**src/rtl/mem_port_arbiter_if.sv**
```systemverilog
// Bundle of the fetch port, load/store port and shared-memory port seen by mem_port_arbiter.
// The slave modport is the arbiter's view; master is the surrounding CPU/memory view.
interface mem_port_arbiter_if #(
  parameter int ADDR_W = 32
);
  logic              if_req_i;
  logic [ADDR_W-1:0] if_addr_i;
  logic [31:0]       if_data_o;
  logic              if_ack_o;

  logic              mem_req_i;
  logic              mem_we_i;
  logic [ADDR_W-1:0] mem_addr_i;
  logic [31:0]       mem_wdata_i;
  logic [3:0]        mem_sel_i;
  logic [31:0]       mem_rdata_o;
  logic              mem_ack_o;
  logic              bus_err_o;

  logic              ram_ce_o;
  logic              ram_we_o;
  logic [ADDR_W-1:0] ram_addr_o;
  logic [31:0]       ram_wdata_o;
  logic [3:0]        ram_sel_o;
  logic [31:0]       ram_rdata_i;
  logic              ram_ack_i;

  modport slave (
    input  if_req_i, if_addr_i,
    output if_data_o, if_ack_o,
    input  mem_req_i, mem_we_i, mem_addr_i, mem_wdata_i, mem_sel_i,
    output mem_rdata_o, mem_ack_o, bus_err_o,
    output ram_ce_o, ram_we_o, ram_addr_o, ram_wdata_o, ram_sel_o,
    input  ram_rdata_i, ram_ack_i
  );

  modport master (
    output if_req_i, if_addr_i,
    input  if_data_o, if_ack_o,
    output mem_req_i, mem_we_i, mem_addr_i, mem_wdata_i, mem_sel_i,
    input  mem_rdata_o, mem_ack_o, bus_err_o,
    input  ram_ce_o, ram_we_o, ram_addr_o, ram_wdata_o, ram_sel_o,
    output ram_rdata_i, ram_ack_i
  );
endinterface

```
**src/rtl/mem_port_arbiter.sv**
```systemverilog
// Serialises CPU fetch and load/store accesses onto one single-port memory.
// Data port has priority; fetch wins after MAX_MEM_STREAK data grants; unacked accesses time out.
module mem_port_arbiter #(
  parameter int ADDR_W         = 32,
  parameter int MAX_MEM_STREAK = 4,
  parameter int TIMEOUT        = 255
) (
  input logic                clk,
  input logic                rst,
  mem_port_arbiter_if.slave  bus
);

  localparam int              SW         = (MAX_MEM_STREAK < 1) ? 1 : $clog2(MAX_MEM_STREAK + 1);
  localparam logic [SW-1:0]   STREAK_MAX = SW'(MAX_MEM_STREAK);
  localparam logic [9:0]      TMO_LAST   = 10'(TIMEOUT - 1);

  typedef enum logic [1:0] {S_IDLE, S_XFER, S_DONE} state_t;

  state_t            state_q, state_d;
  logic [SW-1:0]     streak_q, streak_d;
  logic [9:0]        tmo_q, tmo_d;
  logic              owner_mem_q, owner_mem_d;

  logic              ram_ce_q, ram_ce_d;
  logic              ram_we_q, ram_we_d;
  logic [ADDR_W-1:0] ram_addr_q, ram_addr_d;
  logic [31:0]       ram_wdata_q, ram_wdata_d;
  logic [3:0]        ram_sel_q, ram_sel_d;

  logic [31:0]       if_data_q, if_data_d;
  logic              if_ack_q, if_ack_d;
  logic [31:0]       mem_rdata_q, mem_rdata_d;
  logic              mem_ack_q, mem_ack_d;
  logic              bus_err_q, bus_err_d;

  logic              grant_mem;
  logic              finish;
  logic [31:0]       result;

  always_comb begin
    state_d     = state_q;
    streak_d    = streak_q;
    tmo_d       = tmo_q;
    owner_mem_d = owner_mem_q;
    ram_ce_d    = ram_ce_q;
    ram_we_d    = ram_we_q;
    ram_addr_d  = ram_addr_q;
    ram_wdata_d = ram_wdata_q;
    ram_sel_d   = ram_sel_q;
    if_data_d   = if_data_q;
    mem_rdata_d = mem_rdata_q;
    if_ack_d    = 1'b0;
    mem_ack_d   = 1'b0;
    bus_err_d   = 1'b0;
    grant_mem   = 1'b0;
    finish      = 1'b0;
    result      = 32'h0;

    case (state_q)
      S_IDLE: begin
        tmo_d = 10'd0;
        if (!bus.if_req_i) begin
          streak_d = '0;
        end
        if (bus.if_req_i || bus.mem_req_i) begin
          grant_mem = bus.mem_req_i && (!bus.if_req_i || streak_q != STREAK_MAX);
          ram_ce_d  = 1'b1;
          state_d   = S_XFER;
          if (grant_mem) begin
            owner_mem_d = 1'b1;
            ram_we_d    = bus.mem_we_i;
            ram_addr_d  = bus.mem_addr_i;
            ram_wdata_d = bus.mem_wdata_i;
            ram_sel_d   = bus.mem_sel_i;
            if (bus.if_req_i && streak_q != STREAK_MAX) begin
              streak_d = streak_q + 1'b1;
            end
          end else begin
            owner_mem_d = 1'b0;
            ram_we_d    = 1'b0;
            ram_addr_d  = bus.if_addr_i;
            ram_wdata_d = 32'h0;
            ram_sel_d   = 4'hF;
            streak_d    = '0;
          end
        end
      end

      S_XFER: begin
        // An ack in the final allowed cycle still wins over the abort.
        if (bus.ram_ack_i) begin
          finish = 1'b1;
          result = bus.ram_rdata_i;
        end else if (tmo_q == TMO_LAST) begin
          finish    = 1'b1;
          bus_err_d = 1'b1;
        end else begin
          tmo_d = tmo_q + 10'd1;
        end
        if (finish) begin
          ram_ce_d = 1'b0;
          state_d  = S_DONE;
          if (owner_mem_q) begin
            mem_rdata_d = result;
            mem_ack_d   = 1'b1;
          end else begin
            if_data_d = result;
            if_ack_d  = 1'b1;
          end
        end
      end

      S_DONE: begin
        state_d = S_IDLE;
      end

      default: begin
        state_d = S_IDLE;
      end
    endcase
  end

  always_ff @(posedge clk) begin
    if (rst) begin
      state_q     <= S_IDLE;
      streak_q    <= '0;
      tmo_q       <= 10'd0;
      owner_mem_q <= 1'b0;
      ram_ce_q    <= 1'b0;
      ram_we_q    <= 1'b0;
      ram_addr_q  <= '0;
      ram_wdata_q <= 32'h0;
      ram_sel_q   <= 4'h0;
      if_data_q   <= 32'h0;
      if_ack_q    <= 1'b0;
      mem_rdata_q <= 32'h0;
      mem_ack_q   <= 1'b0;
      bus_err_q   <= 1'b0;
    end else begin
      state_q     <= state_d;
      streak_q    <= streak_d;
      tmo_q       <= tmo_d;
      owner_mem_q <= owner_mem_d;
      ram_ce_q    <= ram_ce_d;
      ram_we_q    <= ram_we_d;
      ram_addr_q  <= ram_addr_d;
      ram_wdata_q <= ram_wdata_d;
      ram_sel_q   <= ram_sel_d;
      if_data_q   <= if_data_d;
      if_ack_q    <= if_ack_d;
      mem_rdata_q <= mem_rdata_d;
      mem_ack_q   <= mem_ack_d;
      bus_err_q   <= bus_err_d;
    end
  end

  assign bus.ram_ce_o    = ram_ce_q;
  assign bus.ram_we_o    = ram_we_q;
  assign bus.ram_addr_o  = ram_addr_q;
  assign bus.ram_wdata_o = ram_wdata_q;
  assign bus.ram_sel_o   = ram_sel_q;
  assign bus.if_data_o   = if_data_q;
  assign bus.if_ack_o    = if_ack_q;
  assign bus.mem_rdata_o = mem_rdata_q;
  assign bus.mem_ack_o   = mem_ack_q;
  assign bus.bus_err_o   = bus_err_q;

endmodule

```
**src/flat_wrapper.sv**
```systemverilog
// flat-port wrapper written by rule: the top's interface ports become plain ports
module mem_port_arbiter_flat 
#(
  parameter int ADDR_W         = 32,
  parameter int MAX_MEM_STREAK = 4,
  parameter int TIMEOUT        = 255
)
  (clk, rst, bus_if_req_i, bus_if_addr_i, bus_if_data_o, bus_if_ack_o, bus_mem_req_i, bus_mem_we_i, bus_mem_addr_i, bus_mem_wdata_i, bus_mem_sel_i, bus_mem_rdata_o, bus_mem_ack_o, bus_bus_err_o, bus_ram_ce_o, bus_ram_we_o, bus_ram_addr_o, bus_ram_wdata_o, bus_ram_sel_o, bus_ram_rdata_i, bus_ram_ack_i);
  mem_port_arbiter_if #(.ADDR_W(ADDR_W)) bus_i ();
  input logic clk;
  input logic rst;
  input wire logic [$bits(bus_i.if_req_i)-1:0] bus_if_req_i;
  input wire logic [$bits(bus_i.if_addr_i)-1:0] bus_if_addr_i;
  output wire logic [$bits(bus_i.if_data_o)-1:0] bus_if_data_o;
  output wire logic [$bits(bus_i.if_ack_o)-1:0] bus_if_ack_o;
  input wire logic [$bits(bus_i.mem_req_i)-1:0] bus_mem_req_i;
  input wire logic [$bits(bus_i.mem_we_i)-1:0] bus_mem_we_i;
  input wire logic [$bits(bus_i.mem_addr_i)-1:0] bus_mem_addr_i;
  input wire logic [$bits(bus_i.mem_wdata_i)-1:0] bus_mem_wdata_i;
  input wire logic [$bits(bus_i.mem_sel_i)-1:0] bus_mem_sel_i;
  output wire logic [$bits(bus_i.mem_rdata_o)-1:0] bus_mem_rdata_o;
  output wire logic [$bits(bus_i.mem_ack_o)-1:0] bus_mem_ack_o;
  output wire logic [$bits(bus_i.bus_err_o)-1:0] bus_bus_err_o;
  output wire logic [$bits(bus_i.ram_ce_o)-1:0] bus_ram_ce_o;
  output wire logic [$bits(bus_i.ram_we_o)-1:0] bus_ram_we_o;
  output wire logic [$bits(bus_i.ram_addr_o)-1:0] bus_ram_addr_o;
  output wire logic [$bits(bus_i.ram_wdata_o)-1:0] bus_ram_wdata_o;
  output wire logic [$bits(bus_i.ram_sel_o)-1:0] bus_ram_sel_o;
  input wire logic [$bits(bus_i.ram_rdata_i)-1:0] bus_ram_rdata_i;
  input wire logic [$bits(bus_i.ram_ack_i)-1:0] bus_ram_ack_i;
  assign bus_i.if_req_i = bus_if_req_i;
  assign bus_i.if_addr_i = bus_if_addr_i;
  assign bus_if_data_o = bus_i.if_data_o;
  assign bus_if_ack_o = bus_i.if_ack_o;
  assign bus_i.mem_req_i = bus_mem_req_i;
  assign bus_i.mem_we_i = bus_mem_we_i;
  assign bus_i.mem_addr_i = bus_mem_addr_i;
  assign bus_i.mem_wdata_i = bus_mem_wdata_i;
  assign bus_i.mem_sel_i = bus_mem_sel_i;
  assign bus_mem_rdata_o = bus_i.mem_rdata_o;
  assign bus_mem_ack_o = bus_i.mem_ack_o;
  assign bus_bus_err_o = bus_i.bus_err_o;
  assign bus_ram_ce_o = bus_i.ram_ce_o;
  assign bus_ram_we_o = bus_i.ram_we_o;
  assign bus_ram_addr_o = bus_i.ram_addr_o;
  assign bus_ram_wdata_o = bus_i.ram_wdata_o;
  assign bus_ram_sel_o = bus_i.ram_sel_o;
  assign bus_i.ram_rdata_i = bus_ram_rdata_i;
  assign bus_i.ram_ack_i = bus_ram_ack_i;
  mem_port_arbiter #(.ADDR_W(ADDR_W), .MAX_MEM_STREAK(MAX_MEM_STREAK), .TIMEOUT(TIMEOUT)) u_core (.clk(clk), .rst(rst), .bus(bus_i));
endmodule
```
**config.mk**
```make
export PLATFORM = sky130hd
export DESIGN_NAME = mem_port_arbiter_flat
export DESIGN_NICKNAME = d
export VERILOG_FILES = /design/src/rtl/mem_port_arbiter_if.sv /design/src/rtl/mem_port_arbiter.sv /design/src/flat_wrapper.sv
export SDC_FILE = /design/constraint.sdc
export NUM_CORES = 1
export LEC_CHECK = 0
export CORE_ASPECT_RATIO = 1.2
export CORE_MARGIN = 5
export CORE_UTILIZATION = 43
export CTS_CLUSTER_SIZE = 10
export DETAILED_ROUTE_END_ITERATION = 8
export PLACE_DENSITY = 0.81
export SLEW_MARGIN = 20
export SYNTH_ARGS = -nofsm -noshare
export SYNTH_HDL_FRONTEND = slang
export SYNTH_SLANG_ARGS = --single-unit
```
**constraint.sdc**
```tcl
create_clock -name clk -period 1.89 [get_ports clk]
set_clock_uncertainty 0.05 [all_clocks]
set_input_delay 0.189 -clock clk [delete_from_list [all_inputs] [get_ports clk]]
set_output_delay 0.189 -clock clk [all_outputs]
set_load 0.03 [all_outputs]
```
==> metrics.txt, run 1 <==
# TYPE chip_impl_metric gauge
chip_impl_info{name="cts.root.buffer_cell",value="clkbuf_16"} 1
chip_impl_metric{name="ys_seq_area_share",unit="%"} 47.1
chip_impl_metric{name="first_pass_grt_wire_length",unit="µm"} 33400
chip_impl_metric{name="utilization",unit="%"} 67.9
chip_impl_info{name="cp-start-kind",value="register"} 1
chip_impl_info{name="category_of_the_critical_setup_timing_path",value="register to register"} 1
chip_impl_metric{name="vias_in_the_first_global_route",unit=""} 6551
chip_impl_metric{name="synthesis.area_per_instance",unit="µm²"} 8.83
chip_impl_metric{name="avgViaCountPerCell",unit=""} 5.69
chip_impl_metric{name="async_flop_share",unit="%"} 0
chip_impl_metric{name="antenna_violating_nets_post_route",unit=""} 0
chip_impl_metric{name="final-max-slew-violation-count",unit=""} 0
chip_impl_metric{name="ys_types",unit=""} 49
chip_impl_metric{name="power_density",unit="mW/mm²"} 885
chip_impl_metric{name="routed_length_per_placed_instance",unit="µm"} 18.2
chip_impl_info{name="min-delay-path-class",value="input pin to register"} 1
chip_impl_metric{name="post_synth_instance_area",unit="mm²"} 0.00650
chip_impl_metric{name="path_clk_slew",unit="ps"} 60
chip_impl_metric{name="yosys_register_bits",unit=""} 153
chip_impl_metric{name="clk_latency",unit="ps"} 410
chip_impl_metric{name="synth_enable_flop_cells",unit=""} 0
chip_impl_metric{name="initial_cell_density_of_the_core",unit="%"} 43.6
chip_impl_metric{name="globalRouteTotalUtil",unit="%"} 23.4
chip_impl_metric{name="data_arrival_time_at_the_worst_slack_endpoint",unit="ps"} 2000
chip_impl_metric{name="cts_htree_levels",unit=""} 4
chip_impl_metric{name="die_width",unit="µm"} 122
chip_impl_metric{name="areaGrowthSynthToFinish",unit="%"} 55.7
chip_impl_info{name="synth_ff_type",value="dfxtp_1"} 1
chip_impl_metric{name="pin_count_of_the_biggest_net_entering_global_routing",unit=""} 144
chip_impl_metric{name="max_freq",unit="GHz"} 0.569
chip_impl_metric{name="hpwl_after_detailed_placement",unit="µm"} 14400
chip_impl_info{name="grt_setup_unrepaired",value="false"} 1
chip_impl_metric{name="rows",unit=""} 49
chip_impl_metric{name="power.static_leakage",unit="nW"} 3.52
chip_impl_metric{name="boundaryPins",unit=""} 275
chip_impl_metric{name="place_congestion",unit=""} 0.835
chip_impl_metric{name="worstPathRequired",unit="ps"} 2140
chip_impl_metric{name="critical_path.max_fanout",unit=""} 6
chip_impl_metric{name="initial_antenna_violation_count",unit=""} 0
chip_impl_metric{name="synthesis.nets",unit=""} 878
chip_impl_metric{name="yosysWarnings",unit=""} 0
chip_impl_metric{name="coreArea",unit="mm²"} 0.0149
chip_impl_metric{name="drtPass1Iterations",unit=""} 5
chip_impl_info{name="tritoncts_clock_tree",value="yes"} 1
chip_impl_metric{name="cts.sinks",unit=""} 153
chip_impl_metric{name="layout-drive-gt1-share",unit="%"} 9.59
chip_impl_metric{name="numCtsBuffers",unit=""} 17
chip_impl_metric{name="die_area",unit="mm²"} 0.0177
chip_impl_metric{name="design.final.nets",unit=""} 1112
chip_impl_metric{name="dieHeight",unit="µm"} 145
chip_impl_metric{name="final_period_minus_worst_setup_slack",unit="ps"} 1760
chip_impl_metric{name="max_slew.worst_pin.slew",unit="ps"} 630
chip_impl_metric{name="clock_tree.buffer_depth",unit=""} 2
chip_impl_metric{name="portBuffers",unit=""} 274
chip_impl_metric{name="timing.setup.tns",unit="ps"} 0
chip_impl_metric{name="routed-via-count",unit=""} 6734
chip_impl_metric{name="detailedRoute.firstIterationViolations",unit=""} 548
chip_impl_metric{name="globalRouteOverflowTotal",unit=""} 0
chip_impl_metric{name="ir_drop",unit="V"} 0.000534
chip_impl_metric{name="postCtsSetupBuffers",unit=""} 0
chip_impl_metric{name="final_hold_viol_count",unit=""} 0
chip_impl_metric{name="detail_route.drc_violations",unit=""} 0
chip_impl_metric{name="final.period_utilization",unit="%"} 92.9
chip_impl_info{name="outcome",value="finished, final reports clean"} 1
chip_impl_info{name="crit_path_end_kind",value="register"} 1
chip_impl_metric{name="slew_headroom",unit="%"} 58.0
chip_impl_metric{name="drv.max_cap_violation_count",unit=""} 0
chip_impl_metric{name="setup-violations-final",unit=""} 0
chip_impl_metric{name="postSynthCellCount",unit=""} 736
chip_impl_metric{name="wl",unit="µm"} 21500
chip_impl_metric{name="num_antenna_cells",unit=""} 0
==> routing by layer <==
metal | track usage (%) | share of wire [%] | up-vias | wire length, µm
met1 | 26.9 | 38 | 3173 | 8230
met4 | 7.78 | 2.0 | 0 | 424
met2 | 40.3 | 51 | 290 | 10900
met3 | 8.40 | 9.2 | 28 | 1990
li1 | - | - | 3243 | -
met5 | 0 | 0 | - | 0
==> cells in the final DEF (no fill, tap or decap), types with 4 or more instances in the layout <==
| cell type | synthesis | final |
|---|---|---|
| inv_1 | 8 | 7 |
| o31ai_2 | 16 | 20 |
| nand4_1 | 65 | 65 |
| o21ai_0 | 5 | 5 |
| a21oi_1 | 75 | 75 |
| buf_4 | 2 | 17 |
| clkbuf_16 | 0 | 17 |
| o221a_2 | 5 | 5 |
| nand3_1 | 40 | 40 |
| bufinv_16 | 0 | 4 |
| nor2_1 | 77 | 76 |
| a311oi_1 | 34 | 34 |
| clkdlybuf4s50_1 | 0 | 272 |
| buf_12 | 0 | 11 |
| o31ai_1 | 48 | 44 |
| and3_1 | 5 | 5 |
| nand2_1 | 39 | 39 |
| dfxtp_1 | 153 | 151 |
| a22oi_1 | 34 | 34 |
| ha_1 | 4 | 4 |
==> Yosys cell counts, types with 2 or more instances <==
cell / number / area, µm²
dfxtp_1: 153 / 3060
nor2_1: 77 / 289
a21oi_1: 75 / 375
nand4_1: 65 / 407
clkbuf_1: 51 / 191
o31ai_1: 48 / 360
nand3_1: 40 / 200
nand2_1: 39 / 146
a22oi_1: 34 / 255
a311oi_1: 34 / 298
buf_2: 21 / 105
o31ai_2: 16 / 200
buf_1: 11 / 41.3
inv_1: 8 / 30.0
and3_1: 5 / 31.3
o21ai_0: 5 / 25.0
o221a_2: 5 / 56.3
ha_1: 4 / 50.1
a31oi_1: 3 / 18.8
buf_6: 3 / 33.8
nand2b_1: 3 / 18.8
nor3_1: 3 / 15.0
a21o_1: 2 / 15.0
a311o_1: 2 / 20.0
and4b_1: 2 / 20.0
buf_4: 2 / 15.0
nor4_1: 2 / 12.5
o21ai_1: 2 / 10.0
==> worst max-delay path: stages (launching register included) <==
cell and delay (ps):
dfxtp_1 310, inv_1 70, ha_1 160, nor3b_4 270, buf_4 200, a41o_1 260
nor2_1 80, o221a_2 250
==> through the flow <==
step	power [mW]	std cells	setup WS (ps)	hold slack (ps)	instance area, µm²
after CTS	9.02	1184	92.7	137	10100
final	8.96	1184	134	156	10100
after detailed placement	5.47	1154	84.2	409	9470
after global placement	5.46	1154	108	402	9470
after global routing	9.32	1184	18.6	202	10100
after floorplan	4.57	736	159	302	6500
==> power breakdown <==
group | internal, mW | switching, mW
registers | 3.41 | 0.108
clock network | 2.26 | 1.29
logic | 0.826 | 1.07
==> cells by family (layout without fill, tap and decap cells) <==
kind of cell / Yosys count / after routing / synth area share, %
flops: 153 / 153 / 47.1
simple gates: 246 / 246 / 18.9
fa+ha+maj: 4 / 4 / 0.770
compound gates: 236 / 236 / 26.8
buf+inv: 97 / 341 / 6.47
==> path summary, 6_finish.rpt <==
| path | start | to | slack [ps] | cells past startpoint |
|---|---|---|---|---|
| setup / recovery | u_core.tmo_q[0] | u_core.tmo_q[4] | 130 | 7 |
| hold reg to reg | u_core.bus.mem_rdata_o[6] | u_core.bus.mem_rdata_o[6] | 420 | 2 |
| setup reg to reg | u_core.tmo_q[0] | u_core.tmo_q[4] | 130 | 7 |
| hold / removal | bus_ram_ack_i | u_core.state_q[1] | 160 | 3 |
==> repair_timing <==
action	4_1_cts	5_1_grt
hold endpoints to repair	1	0
resized for setup	0	7
hold buffers	1	0
setup endpoints to repair	0	16
==> flip-flops by register name, summed over array words and instances, names as in the netlist, 2 cells and up <==
register,cells
u_core.bus.if_data_o,32
u_core.bus.mem_rdata_o,32
u_core.bus.ram_addr_o,32
u_core.bus.ram_wdata_o,32
u_core.tmo_q,10
u_core.bus.ram_sel_o,4
u_core.streak_q,3
u_core.state_q,2
==> final cells by class <==
cell class / instances / area (µm²)
well taps: 204 / 255
flip-flops and latches: 153 / 3070
multi-input cells: 486 / 3060
clock inverters: 8 / 146
repair buffers: 303 / 3100
inverters: 9 / 33.8
fillers: 1174 / 4780
clock buffers: 21 / 460
Note: power is estimated with default switching activity, not from simulation.
==> run 2: changes to the inputs <==
--- a/config.mk
+++ b/config.mk
@@ -8,8 +8,10 @@
 export CORE_ASPECT_RATIO = 1.2
 export CORE_MARGIN = 5
 export CORE_UTILIZATION = 43
+export CTS_CLUSTER_DIAMETER = 60
 export CTS_CLUSTER_SIZE = 10
 export DETAILED_ROUTE_END_ITERATION = 8
+export HOLD_SLACK_MARGIN = 0.06
 export PLACE_DENSITY = 0.81
 export SLEW_MARGIN = 20
 export SYNTH_ARGS = -nofsm -noshare
==> results of run 2 <==
The final DEF is identical to that of run 1; final timing and power are the same.
